<file path="src/rtl/pwm_pkg.sv">
// Shared PWM definitions: capture FSM states and default sizing, also used by the PWM generator.
package pwm_pkg;

  localparam int DEFAULT_BITS        = 16;
  localparam int DEFAULT_SYNC_STAGES = 2;

  typedef enum logic [1:0] {
    IDLE = 2'd0,
    ARM  = 2'd1,
    HIGH = 2'd2,
    LOW  = 2'd3
  } pwm_state_e;

endpackage

</file>
<file path="src/rtl/sync_edge_det.sv">
// Synchronizes an asynchronous input into the clk domain and flags its rising and falling edges.
module sync_edge_det
  import pwm_pkg::*;
#(
  parameter int SYNC_STAGES = DEFAULT_SYNC_STAGES
) (
  input  logic clk,
  input  logic rstn,
  input  logic d_i,
  output logic s_o,
  output logic rise_o,
  output logic fall_o
);

  logic [SYNC_STAGES-1:0] sync_q;
  logic                   s_d_q;

  // Shift the raw input through the synchronizer chain, then keep one extra copy for edge detection.
  always_ff @(posedge clk or negedge rstn) begin
    if (!rstn) begin
      sync_q <= '0;
      s_d_q  <= 1'b0;
    end else begin
      sync_q <= {sync_q[SYNC_STAGES-2:0], d_i};
      s_d_q  <= sync_q[SYNC_STAGES-1];
    end
  end

  assign s_o    = sync_q[SYNC_STAGES-1];
  assign rise_o = sync_q[SYNC_STAGES-1] & ~s_d_q;
  assign fall_o = ~sync_q[SYNC_STAGES-1] & s_d_q;

endmodule

</file>
<file path="src/rtl/pwm_capture.sv">
// Measures high time and rise-to-rise period of an asynchronous PWM input in clk cycles.
// A period that reaches the counter ceiling without a new rise sets a sticky timeout instead.
module pwm_capture
  import pwm_pkg::*;
#(
  parameter int BITS        = DEFAULT_BITS,
  parameter int SYNC_STAGES = DEFAULT_SYNC_STAGES
) (
  input  logic            clk,
  input  logic            rstn,
  input  logic            en,
  input  logic            pwm_in,
  output logic [BITS-1:0] high_cnt,
  output logic [BITS-1:0] period_cnt,
  output logic            valid,
  output logic            timeout,
  output logic            level
);

  // The period counter may never reach all-ones; hitting it from CNT_LAST means no rise arrived in time.
  localparam logic [BITS-1:0] CNT_ZERO = '0;
  localparam logic [BITS-1:0] CNT_ONE  = BITS'(1);
  localparam logic [BITS-1:0] CNT_SAT  = '1;
  localparam logic [BITS-1:0] CNT_LAST = CNT_SAT - CNT_ONE;

  logic s;
  logic rise;
  logic fall;

  pwm_state_e      state_q;
  logic [BITS-1:0] p_q;
  logic [BITS-1:0] h_q;
  logic [BITS-1:0] p_d;
  logic [BITS-1:0] h_d;
  logic [BITS-1:0] high_q;
  logic [BITS-1:0] period_q;
  logic            valid_q;
  logic            timeout_q;
  logic            level_q;

  sync_edge_det #(
    .SYNC_STAGES(SYNC_STAGES)
  ) u_sync (
    .clk   (clk),
    .rstn  (rstn),
    .d_i   (pwm_in),
    .s_o   (s),
    .rise_o(rise),
    .fall_o(fall)
  );

  assign p_d = p_q + CNT_ONE;
  assign h_d = h_q + CNT_ONE;

  // Capture FSM: counts the current period, publishes it on the closing rise, and handles timeout/enable.
  always_ff @(posedge clk or negedge rstn) begin
    if (!rstn) begin
      state_q   <= IDLE;
      p_q       <= CNT_ZERO;
      h_q       <= CNT_ZERO;
      high_q    <= CNT_ZERO;
      period_q  <= CNT_ZERO;
      valid_q   <= 1'b0;
      timeout_q <= 1'b0;
      level_q   <= 1'b0;
    end else begin
      valid_q <= 1'b0;
      level_q <= s;
      if (!en) begin
        state_q   <= IDLE;
        p_q       <= CNT_ZERO;
        h_q       <= CNT_ZERO;
        timeout_q <= 1'b0;
      end else begin
        case (state_q)
          IDLE: begin
            p_q     <= CNT_ZERO;
            h_q     <= CNT_ZERO;
            state_q <= ARM;
          end
          ARM: begin
            if (rise) begin
              p_q     <= CNT_ONE;
              h_q     <= CNT_ONE;
              state_q <= HIGH;
            end else if (p_q == CNT_LAST) begin
              timeout_q <= 1'b1;
              p_q       <= CNT_ZERO;
              h_q       <= CNT_ZERO;
              state_q   <= ARM;
            end else begin
              p_q <= p_d;
            end
          end
          HIGH: begin
            if (p_q == CNT_LAST) begin
              timeout_q <= 1'b1;
              p_q       <= CNT_ZERO;
              h_q       <= CNT_ZERO;
              state_q   <= ARM;
            end else begin
              p_q <= p_d;
              if (s) begin
                h_q <= h_d;
              end
              if (fall) begin
                state_q <= LOW;
              end
            end
          end
          LOW: begin
            if (rise) begin
              high_q    <= h_q;
              period_q  <= p_q;
              valid_q   <= 1'b1;
              timeout_q <= 1'b0;
              p_q       <= CNT_ONE;
              h_q       <= CNT_ONE;
              state_q   <= HIGH;
            end else if (p_q == CNT_LAST) begin
              timeout_q <= 1'b1;
              p_q       <= CNT_ZERO;
              h_q       <= CNT_ZERO;
              state_q   <= ARM;
            end else begin
              p_q <= p_d;
            end
          end
          default: begin
            state_q <= IDLE;
          end
        endcase
      end
    end
  end

  assign high_cnt   = high_q;
  assign period_cnt = period_q;
  assign valid      = valid_q;
  assign timeout    = timeout_q;
  assign level      = level_q;

endmodule

</file>
<file path="config.mk">
export PLATFORM = sky130hd
export DESIGN_NAME = pwm_capture
export DESIGN_NICKNAME = d
export VERILOG_FILES = /design/src/rtl/pwm_pkg.sv /design/src/rtl/sync_edge_det.sv /design/src/rtl/pwm_capture.sv
export SDC_FILE = /design/constraint.sdc
export NUM_CORES = 1
export LEC_CHECK = 0
export ABC_AREA = 1
export BUFFER_PORTS_ARGS = -buffer_cell sky130_fd_sc_hd__buf_2
export CAP_MARGIN = 10
export CORE_MARGIN = 1
export CORE_UTILIZATION = 58
export CTS_CLUSTER_DIAMETER = 80
export DETAILED_ROUTE_END_ITERATION = 6
export PLACE_DENSITY = 0.8
export REMOVE_ABC_BUFFERS = 1
export SYNTH_ARGS = -nofsm -noshare
export SYNTH_HDL_FRONTEND = slang
export SYNTH_SLANG_ARGS = --single-unit
</file>
<file path="constraint.sdc">
create_clock -name clk -period 1.88 [get_ports clk]
set_input_delay 0.094 -clock clk [delete_from_list [all_inputs] [get_ports clk]]
set_output_delay 0.094 -clock clk [all_outputs]
set_load 0.03 [all_outputs]
</file>
**Yosys cells after proc, flatten, opt, wreduce, memory -nomap -nowiden**

Cells that the tools add are included.

- Register bits after elaboration: 71
- Latch bits: 0
- RAM bits: 0
- Memory bits (read-only): 0
- Bits of input ports: 4
- Output and inout port bits: 35
- Memories kept: 0

- Add/sub/neg operators: 2
- $mul: 0
- Div/mod/pow operators: 0
- $lt $le $gt $ge: 0
- Equality and inequality tests: 9
- Shift operators: 0
- Muxes and demuxes: 24
- Bitwise operators: 4
- Reduce and logical (&&, ||, !) cells: 6

Operators by type and width:

| operator | count |
|---|---|
| $mux W16 | 8 |
| $pmux W16 S3 | 2 |
| $add A16 B1 Y16 const B | 2 |
| $eq A16 B16 Y1 const B | 1 |
| $mux W2 | 5 |
| $mux W1 | 7 |
| $pmux W2 S3 | 1 |
| $reduce_and A2 Y1 | 3 |
| $eq A2 B2 Y1 const B | 2 |
| $ne A4 B1 Y1 const B | 1 |
| $ne A4 B2 Y1 const B | 1 |
| $ne A4 B3 Y1 const B | 1 |
| $ne A4 B4 Y1 const B | 1 |
| $ne A3 B3 Y1 const B | 1 |
| $pmux W1 S3 | 1 |
| $reduce_and A3 Y1 | 1 |
| $and A1 B1 Y1 | 2 |
| $eq A2 B1 Y1 const B | 1 |
| $logic_not A2 Y1 | 1 |
| $not A1 Y1 | 2 |
| $reduce_or A2 Y1 | 1 |

**Longest topological paths before layout**

Gate-level depths: netlist of the first run.

- Depth in word-level cells: 6
- Depth in mapped cells: 11
- Depth with buffers taken out: 10

**Modules after synthesis**

A second synthesis of the first run with hierarchy kept.

- Cells, all modules: 438
- Area total of the unflattened synthesis: 3632.2 sq um

Modules (own cells, without submodules):

| module | instances | cells each | area an instance (sq um) | seq. area each (sq um) |
|---|---|---|---|---|
| pwm_capture | 1 | 431 | 3542.1 | 1726.7 |
| sync_edge_det | 1 | 7 | 90.1 | 75.1 |

**Least setup slack after synthesis of the first run**

Ideal clock, no wire load.

- Kind: reg2reg
- Start: register state_q[0]
- End: register h_q[10]
- Library setup time: 113 ps
- Data arrival time: 1440 ps
- Data required time: 1767 ps
- Slack: 328 ps
- Stages on the path, launching flop included: 11
- Clock period less this slack: 1552 ps
- Cell sequence: dfrtp_1 > inv_1 > ha_1 > inv_1 > o21ai_0 > nand3_2 > buf_4 > nand2_1 > nand2_1 > nand2_1 > inv_1

- Longest elaborated chain between the ends: 4
- Elaborated cells on any way between the ends: 10
- Classes of those cells: 5 x eq/ne; 2 x mux; 3 x reduce/logical

RTL lines:

| what | line | text |
|---|---|---|
| from (decl) | pwm_capture.sv:30 | `pwm_state_e state_q;` |
| from (signal assigned) | pwm_capture.sv:58 | `state_q <= IDLE;` |
| from (signal assigned) | pwm_capture.sv:70 | `state_q <= IDLE;` |
| from (signal assigned) | pwm_capture.sv:79 | `state_q <= ARM;` |
| $eq A2 B2 Y1 or $eq A2 B1 Y1 (tied branches) | pwm_capture.sv:75 | `case (state_q)` |
| $reduce_or A2 Y1 (no source line) | n/a |  |
| $pmux W16 S3 or $ne A4 B2 Y1 (tied branches) | n/a |  |
| $mux W16 or $reduce_and A2 Y1 (tied branches) | n/a |  |
| to (signal assigned) | pwm_capture.sv:72 | `h_q <= CNT_ZERO;` |
| to (signal assigned) | pwm_capture.sv:78 | `h_q <= CNT_ZERO;` |
| to (signal assigned) | pwm_capture.sv:84 | `h_q <= CNT_ONE;` |
| to (decl) | pwm_capture.sv:32 | `logic [BITS-1:0] h_q;` |

Parallel ways exist; a longest one is shown, timed or not.
A chain may end at the register's enable or synchronous reset.

**Worst setup path after layout of the first run**

- Start: register state_q[1]
- End: register p_q[13]

- Longest elaborated chain between the ends: 4
- Elaborated cells on any way between the ends: 7
- Classes of those cells: 3 x eq/ne; 2 x mux; 2 x reduce/logical

RTL lines:

| what | line | text |
|---|---|---|
| $eq A2 B2 Y1 or $eq A2 B1 Y1 (tied branches) | pwm_capture.sv:75 |  |
| $reduce_or A2 Y1 (no source line) | n/a |  |
| $pmux W16 S3 * | pwm_capture.sv:75 |  |
| $mux W16 * | pwm_capture.sv:69 | `if (!en) begin` |
| to (signal assigned) | pwm_capture.sv:92 | `p_q <= p_d;` |
| to (signal assigned) | pwm_capture.sv:102 | `p_q <= p_d;` |
| to (signal assigned) | pwm_capture.sv:126 | `p_q <= p_d;` |
| to (decl) | pwm_capture.sv:31 | `logic [BITS-1:0] p_q;` |

Every way passes the cells marked *; elsewhere a longest branch is shown, timed or not.

==> metrics.cfg, run 1 <==
[min_path]
hold_class = in2reg

[synthesis]
synthTopCellsByArea = dfrtp_1 52%, nand2_1 14%, o21ai_0 6.4%
synth_xor_area_share_pct = 1.778
syn_avg_cell_area_um2 = 8.095
synth_simple_gate_area_share_pct = 26.49
synth_edf_count = 0
synth_most_common_cell = nand2_1
synth_top_area_share_pct = 51.52
synth-seq-area-share_pct = 51.52
synthArstFlopShare_pct = 100.0
yosysTopAreaCell = dfrtp_1
ys_ff_latch = 71
syn_area_um2 = 3448
syn_inst = 426
synth.distinct_cells = 24
yosysWarnings = 0
synthFlopType = dfrtp_1
synth_compound_area_share_pct = 8.527
synth_mux_area_share_pct = 0
synth_top_family_by_area = simple AND/OR/NAND/NOR gates
synth_commonest_cells = 128 x nand2_1, 71 x dfrtp_1, 57 x inv_1
synthAdderAreaFrac_pct = 2.540

[floorplan]
dieWidth_um = 79.11
fp.dieArea_um2 = 6258
num_rows = 27
ios = 39
die_h_um = 79.11
start_util_pct = 61.49
core_area_um2 = 5608

[critical_path]
slowest_delay_ns = 0.38
critPathKind = reg2reg
crit_family = buffers and inverters
crit_chain = inv_1 -> ha_1 -> nor2_1 -> inv_1 -> o21ai_1 -> o21bai_4 -> nor2_4 -> inv_2 -> nor2_1
crit_buf_inv = 3
critPathMaxFanout = 13
crit_path_top_delay_cell = dfrtp_1
cp-end-kind = register
cp.arrival_ns = 1.95
critPathLaunchType = register
critical_path_required_ns = 2.09

[final_layout]
nFillCells = 454
regArea_um2 = 1777
drive_above_1_share_pct = 17.40
multi_input_area_um2 = 1356
stdcell_area_um2 = 3935
area_delta_synth_final_pct = 14.11
diodes = 0
fin_nets = 484

[clocking]
clock_path_buffers = 2
cts-root-buf = clkbuf_8
cts_tree = done
htree_levels = 3
clk_pin_slew_ns = 0.06
numClockSinks = 71
cts_buffers = 9
clock_latency_ns = 0.34

[routing]
firstDrtPassIters = 4
wl_per_cell_um = 12.37
ant_nets = 0
drtIter0Drc = 210
via_per_inst = 5.031
num_vias = 2762
wl_mm = 6.790
drc_errors = 0

[grt]
overflow = 0
grt_pass1_vias = 2696
antenna_found_initial = 0
grt_first_pass_wirelength_mm = 11.94
grt_max_degree = 60
grt_usage_pct = 25.04

[sta]
max_freq_ghz = 0.5766
rsz0062_at_grt = false
relSlewSlack_pct = 58.41
period_share_pct = 92.25
drv_slew = 0
tightest_slew_ns = 0.6238
setup_tns_ns = 0
period_needed_ns = 1.734
setup_viol = 0
hold_violations = 0
fin_skew_ns = 0.005677

[place]
port_buffers = 38
place_area_um2 = 3729
post-dp-hpwl_mm = 4.845
gp_congestion = 0.9118

[power_and_ir_drop]
p_leak_nw = 2.008
p_per_area_nw_per_um2 = 801.0
ir_drop_mv = 0.4623

[run]
maxCapViolCount = 0

[outcome]
status = complete, no violations

[power by group]
part	switching [mW]	internal [mW]	total [mW]
logic	0.293	0.129	0.422
clock network	0.509	0.582	1.09
registers	0.0411	1.60	1.64
[what timing repair did]
| action | CTS | global route |
|---|---|---|
| gates resized for setup | 0 | 2 |
| setup endpoints to repair | 0 | 37 |
| setup buffers | 0 | 1 |
| hold endpoints to repair | 23 | 0 |
| hold buffers | 2 | 0 |
[area by class of cell]
class | count | share of cell area [%]
sequential | 71 | 45.15
multi-input combinational | 281 | 34.47
timing repair buffer | 46 | 7.440
inverter | 64 | 6.169
clock buffer | 15 | 4.483
tap | 72 | 2.289
[metal layers]
metal / up-vias / share of wire, % / GRT usage (%)
met5: - / 0 / 0
met4: 0 / 1.4 / 9.273
met3: 10 / 4.7 / 6.437
met2: 57 / 47 / 40.95
met1: 1280 / 47 / 32.06
li1: 1415 / - / -
[registers in the layout, summed over array words and instances, names as in the netlist]
register	count
state_q	2
p_q	16
period_cnt	16
h_q	16
timeout	1
u_sync.sync_q	2
u_sync.s_d_q	1
valid	1
high_cnt	16
[cells in the final DEF (no fill, tap or decap), drive strengths merged]
cell	Yosys	final
clkbuf	4	15
xor2	6	6
nand3	25	25
inv	64	64
nand2	131	131
dfrtp	71	71
nor3	7	7
nor2	44	44
o211ai	2	2
ha	7	7
o21ai	49	49
a21oi	3	3
o21bai	1	1
xnor2	1	1
buf	6	44
nand4	2	2
nor4	3	3
dlygate4sd3	0	2
[tightest hold or removal path: cells and delay by family]
family	cells	cell delay [ns]
buffers and inverters	1	0.13
AO/OA/AOI/OAI	2	0.14
[logic make-up (layout without fill, tap and decap cells)]
family / Yosys count / count (layout)
compound gates: 55 / 55
buf+inv: 74 / 125
flops: 71 / 71
fa+ha+maj: 7 / 7
simple gates: 212 / 212
xor+xnor: 7 / 7
[final timing paths]
kind / startpoint / cells after the start / slack [ns] / end
max in group asynchronous: rstn / 3 / 1.03 / p_q[0]
min: en / 3 / 0.06 / timeout
max: state_q[1] / 9 / 0.15 / p_q[13]
max reg2reg: state_q[1] / 9 / 0.15 / p_q[13]
min in group asynchronous: rstn / 2 / 0.30 / p_q[4]
min reg2reg: u_sync.sync_q[0] / 0 / 0.35 / u_sync.sync_q[1]
[stage by stage]
| stage | worst slack (ns) | utilization (%) | hold WS [ns] | std cells | total power, mW |
|---|---|---|---|---|---|
| final | 0.1458 | 70.17 | 0.06418 | 549 | 3.152 |
| after global routing | 0.02396 | 70.17 | 0.09136 | 549 | 3.297 |
| after CTS | 0.05719 | 69.99 | 0.06340 | 548 | 3.175 |
| after detailed placement | 0.06230 | 66.49 | 0.1398 | 531 | 2.087 |
| after global placement | 0.1786 | 66.49 | 0.1345 | 531 | 2.069 |
| after floorplan | 0.1105 | - | -0.2016 | 416 | 1.925 |
Note: power is estimated with default switching activity, not from simulation.
==> run 2, diff against run 1 <==
--- a/config.mk
+++ b/config.mk
@@ -13,6 +13,7 @@
 export CTS_CLUSTER_DIAMETER = 80
 export DETAILED_ROUTE_END_ITERATION = 6
 export PLACE_DENSITY = 0.8
+export RECOVER_POWER = 100
 export REMOVE_ABC_BUFFERS = 1
 export SYNTH_ARGS = -nofsm -noshare
 export SYNTH_HDL_FRONTEND = slang
==> run 2 against run 1 <==
Net effect:
- the run now ends with capacitance limit, slew limit left
- power shrank 0.72%
- final cell count stayed put
- clock power about the same
==> metrics.cfg, run 2 (synthesized netlist as in run 1, its figures left out) <==
[outcome]
status = complete, but fails checks
violations = capacitance limit, slew limit

[power_and_ir_drop]
p_leak_nw = 1.894  ; -5.7%
p_int_mw = 2.289  ; -0.82%
p_per_area_nw_per_um2 = 808.5  ; +0.94%
clockPowerShare_pct = 34.8  ; +0.2 points
p_comb_share_pct = 12.8  ; -0.6 points
swShare_pct = 26.85  ; +0.069 points
switching_power_mw = 0.8401  ; -0.47%
sequentialPowerShare_pct = 52.4  ; +0.4 points
report.power.total_mw = 3.129  ; -0.72%
ir_drop_mv = 0.4651  ; +0.62%

[clocking]
cts_buffers = 9  ; unchanged
cts_tree = done
clock_latency_ns = 0.34  ; about the same
clock_path_buffers = 2  ; unchanged
clk_pin_slew_ns = 0.07  ; about the same
htree_levels = 3  ; unchanged
numClockSinks = 71  ; unchanged
cts-root-buf = clkbuf_8

[critical_path]
critPathLaunchType = register
cp-end-kind = register
critical_path_required_ns = 2.15  ; +0.06 ns
critPathKind = reg2reg
crit_chain = inv_1 -> ha_1 -> nand2_1 -> nor2_1 -> nand2_1 -> nand3_2 -> clkbuf_2 -> nand2_1 -> nand2_1 -> nand2_1 -> nor2_1
rrSetupSlack_ns = 0.17  ; +0.03 ns
crit_buf_inv = 2  ; -1
crit_top_cell = nand2_1
crit_family = simple AND/OR/NAND/NOR gates
crit_path_top_delay_cell = dfrtp_1
critPathMaxFanout = 8  ; -5
slowest_delay_ns = 0.42  ; +0.04 ns
cp.arrival_ns = 1.98  ; +0.03 ns

[routing]
via_per_inst = 5.029  ; about the same
ant_nets = 0  ; unchanged
num_vias = 2761  ; -0.036%
drtIter0Drc = 197  ; -6.2%
firstDrtPassIters = 4  ; unchanged
drc_errors = 0  ; unchanged
wl_per_cell_um = 12.36  ; about the same
wl_mm = 6.785  ; about the same

[sta]
holdWs_ns = 0.06599  ; +0.001813 ns
drv_slew = 23  ; +23
tightest_slew_ns = 1.510  ; +0.8857 ns
period_share_pct = 90.78  ; -1.5 points
fin_skew_ns = 0.005528  ; -0.0001489 ns
relSlewSlack_pct = -0.6364  ; -59 points
setup_viol = 0  ; unchanged
period_needed_ns = 1.707  ; -0.02763 ns
rsz0062_at_grt = false
hold_violations = 0  ; unchanged
max_freq_ghz = 0.5860  ; +1.6%
setup_tns_ns = 0  ; unchanged

[run]
maxCapViolCount = 1  ; +1

[grt]
grt_usage_pct = 25.04  ; unchanged
grt_max_degree = 60  ; unchanged
overflow = 0  ; unchanged
grt_pass1_vias = 2696  ; unchanged
grt_first_pass_wirelength_mm = 11.94  ; unchanged
antenna_found_initial = 0  ; unchanged

[final_layout]
stdcell_area_um2 = 3870  ; -1.7%
final_cells = 549  ; unchanged
fin_nets = 484  ; unchanged
layout_common_cells = 130 x nand2_1, 71 x dfrtp_1, 57 x inv_1
nFillCells = 483  ; +6.4%
final_common_cell = nand2_1
area_delta_synth_final_pct = 12.23
diodes = 0  ; unchanged
drive_above_1_share_pct = 8.386  ; -9.0 points

[min_path]
hold_class = in2reg

[floorplan]
num_rows = 27  ; unchanged
fp.dieArea_um2 = 6258  ; unchanged
dieWidth_um = 79.11  ; unchanged
core_area_um2 = 5608  ; unchanged
die_h_um = 79.11  ; unchanged
ios = 39  ; unchanged
start_util_pct = 61.49  ; unchanged

[place]
port_buffers = 38  ; unchanged
gp_congestion = 0.9118  ; unchanged
dp.cells = 531  ; unchanged
place_area_um2 = 3729  ; unchanged
post-dp-hpwl_mm = 4.845  ; unchanged

run 2: final timing paths:
check                            startpoint                to  cells after the start
max reg2reg                          p_q[0]           h_q[13]                     11
max                                  p_q[0]           h_q[13]                     11
min reg2reg                u_sync.sync_q[0]  u_sync.sync_q[1]                      0
min                                      en           timeout                      3
min in group asynchronous              rstn            p_q[4]                      2
max in group asynchronous              rstn            h_q[1]                      2
run 2: cell type report:
class                           count  area (um^2)  area share [%]
Sequential cell                    71         1777           45.91
Inverter                           64        242.7           6.272
Clock buffer                       15        176.4           4.559
Tap cell                           72        90.09           2.328
Multi-Input combinational cell    281         1339           34.59
Timing Repair Buffer               46        245.2           6.337
run 2: tightest hold or removal path, cell delays in order:
cell and delay, ns:
buf_2 0.13, o21ai_0 0.09, a21oi_1 0.05
run 2: timing repair:
item,4_1_cts,5_1_grt
setup buffers,0,1
gates resized for setup,0,2
hold buffers,2,0
endpoints found under the hold margin,23,0
endpoints found under the setup margin,0,37
run 2: per-layer routing:
| metal | track usage (%) | routed length (um) |
|---|---|---|
| met4 | 9.273 | 94 |
| met5 | 0 | 0 |
| met2 | 40.95 | 3172 |
| met3 | 6.437 | 284 |
| met1 | 32.06 | 3234 |
run 2: per-stage QoR:
step                utilization [%]  setup slack, ns
floorplan                         -           0.1105
global placement              66.49           0.1786
detailed placement            66.49          0.06230
CTS                           69.99          0.05719
global route                  69.01          0.02727
finish                        69.01           0.1734
run 2: power by group through the flow:
stage	sequential (mW)	combinational (mW)	clock, mW
final	1.64	0.401	1.09
after global routing	1.65	0.446	1.18
after detailed placement	1.67	0.420	0
after global placement	1.66	0.407	0
after floorplan	1.78	0.143	0
after CTS	1.64	0.425	1.11
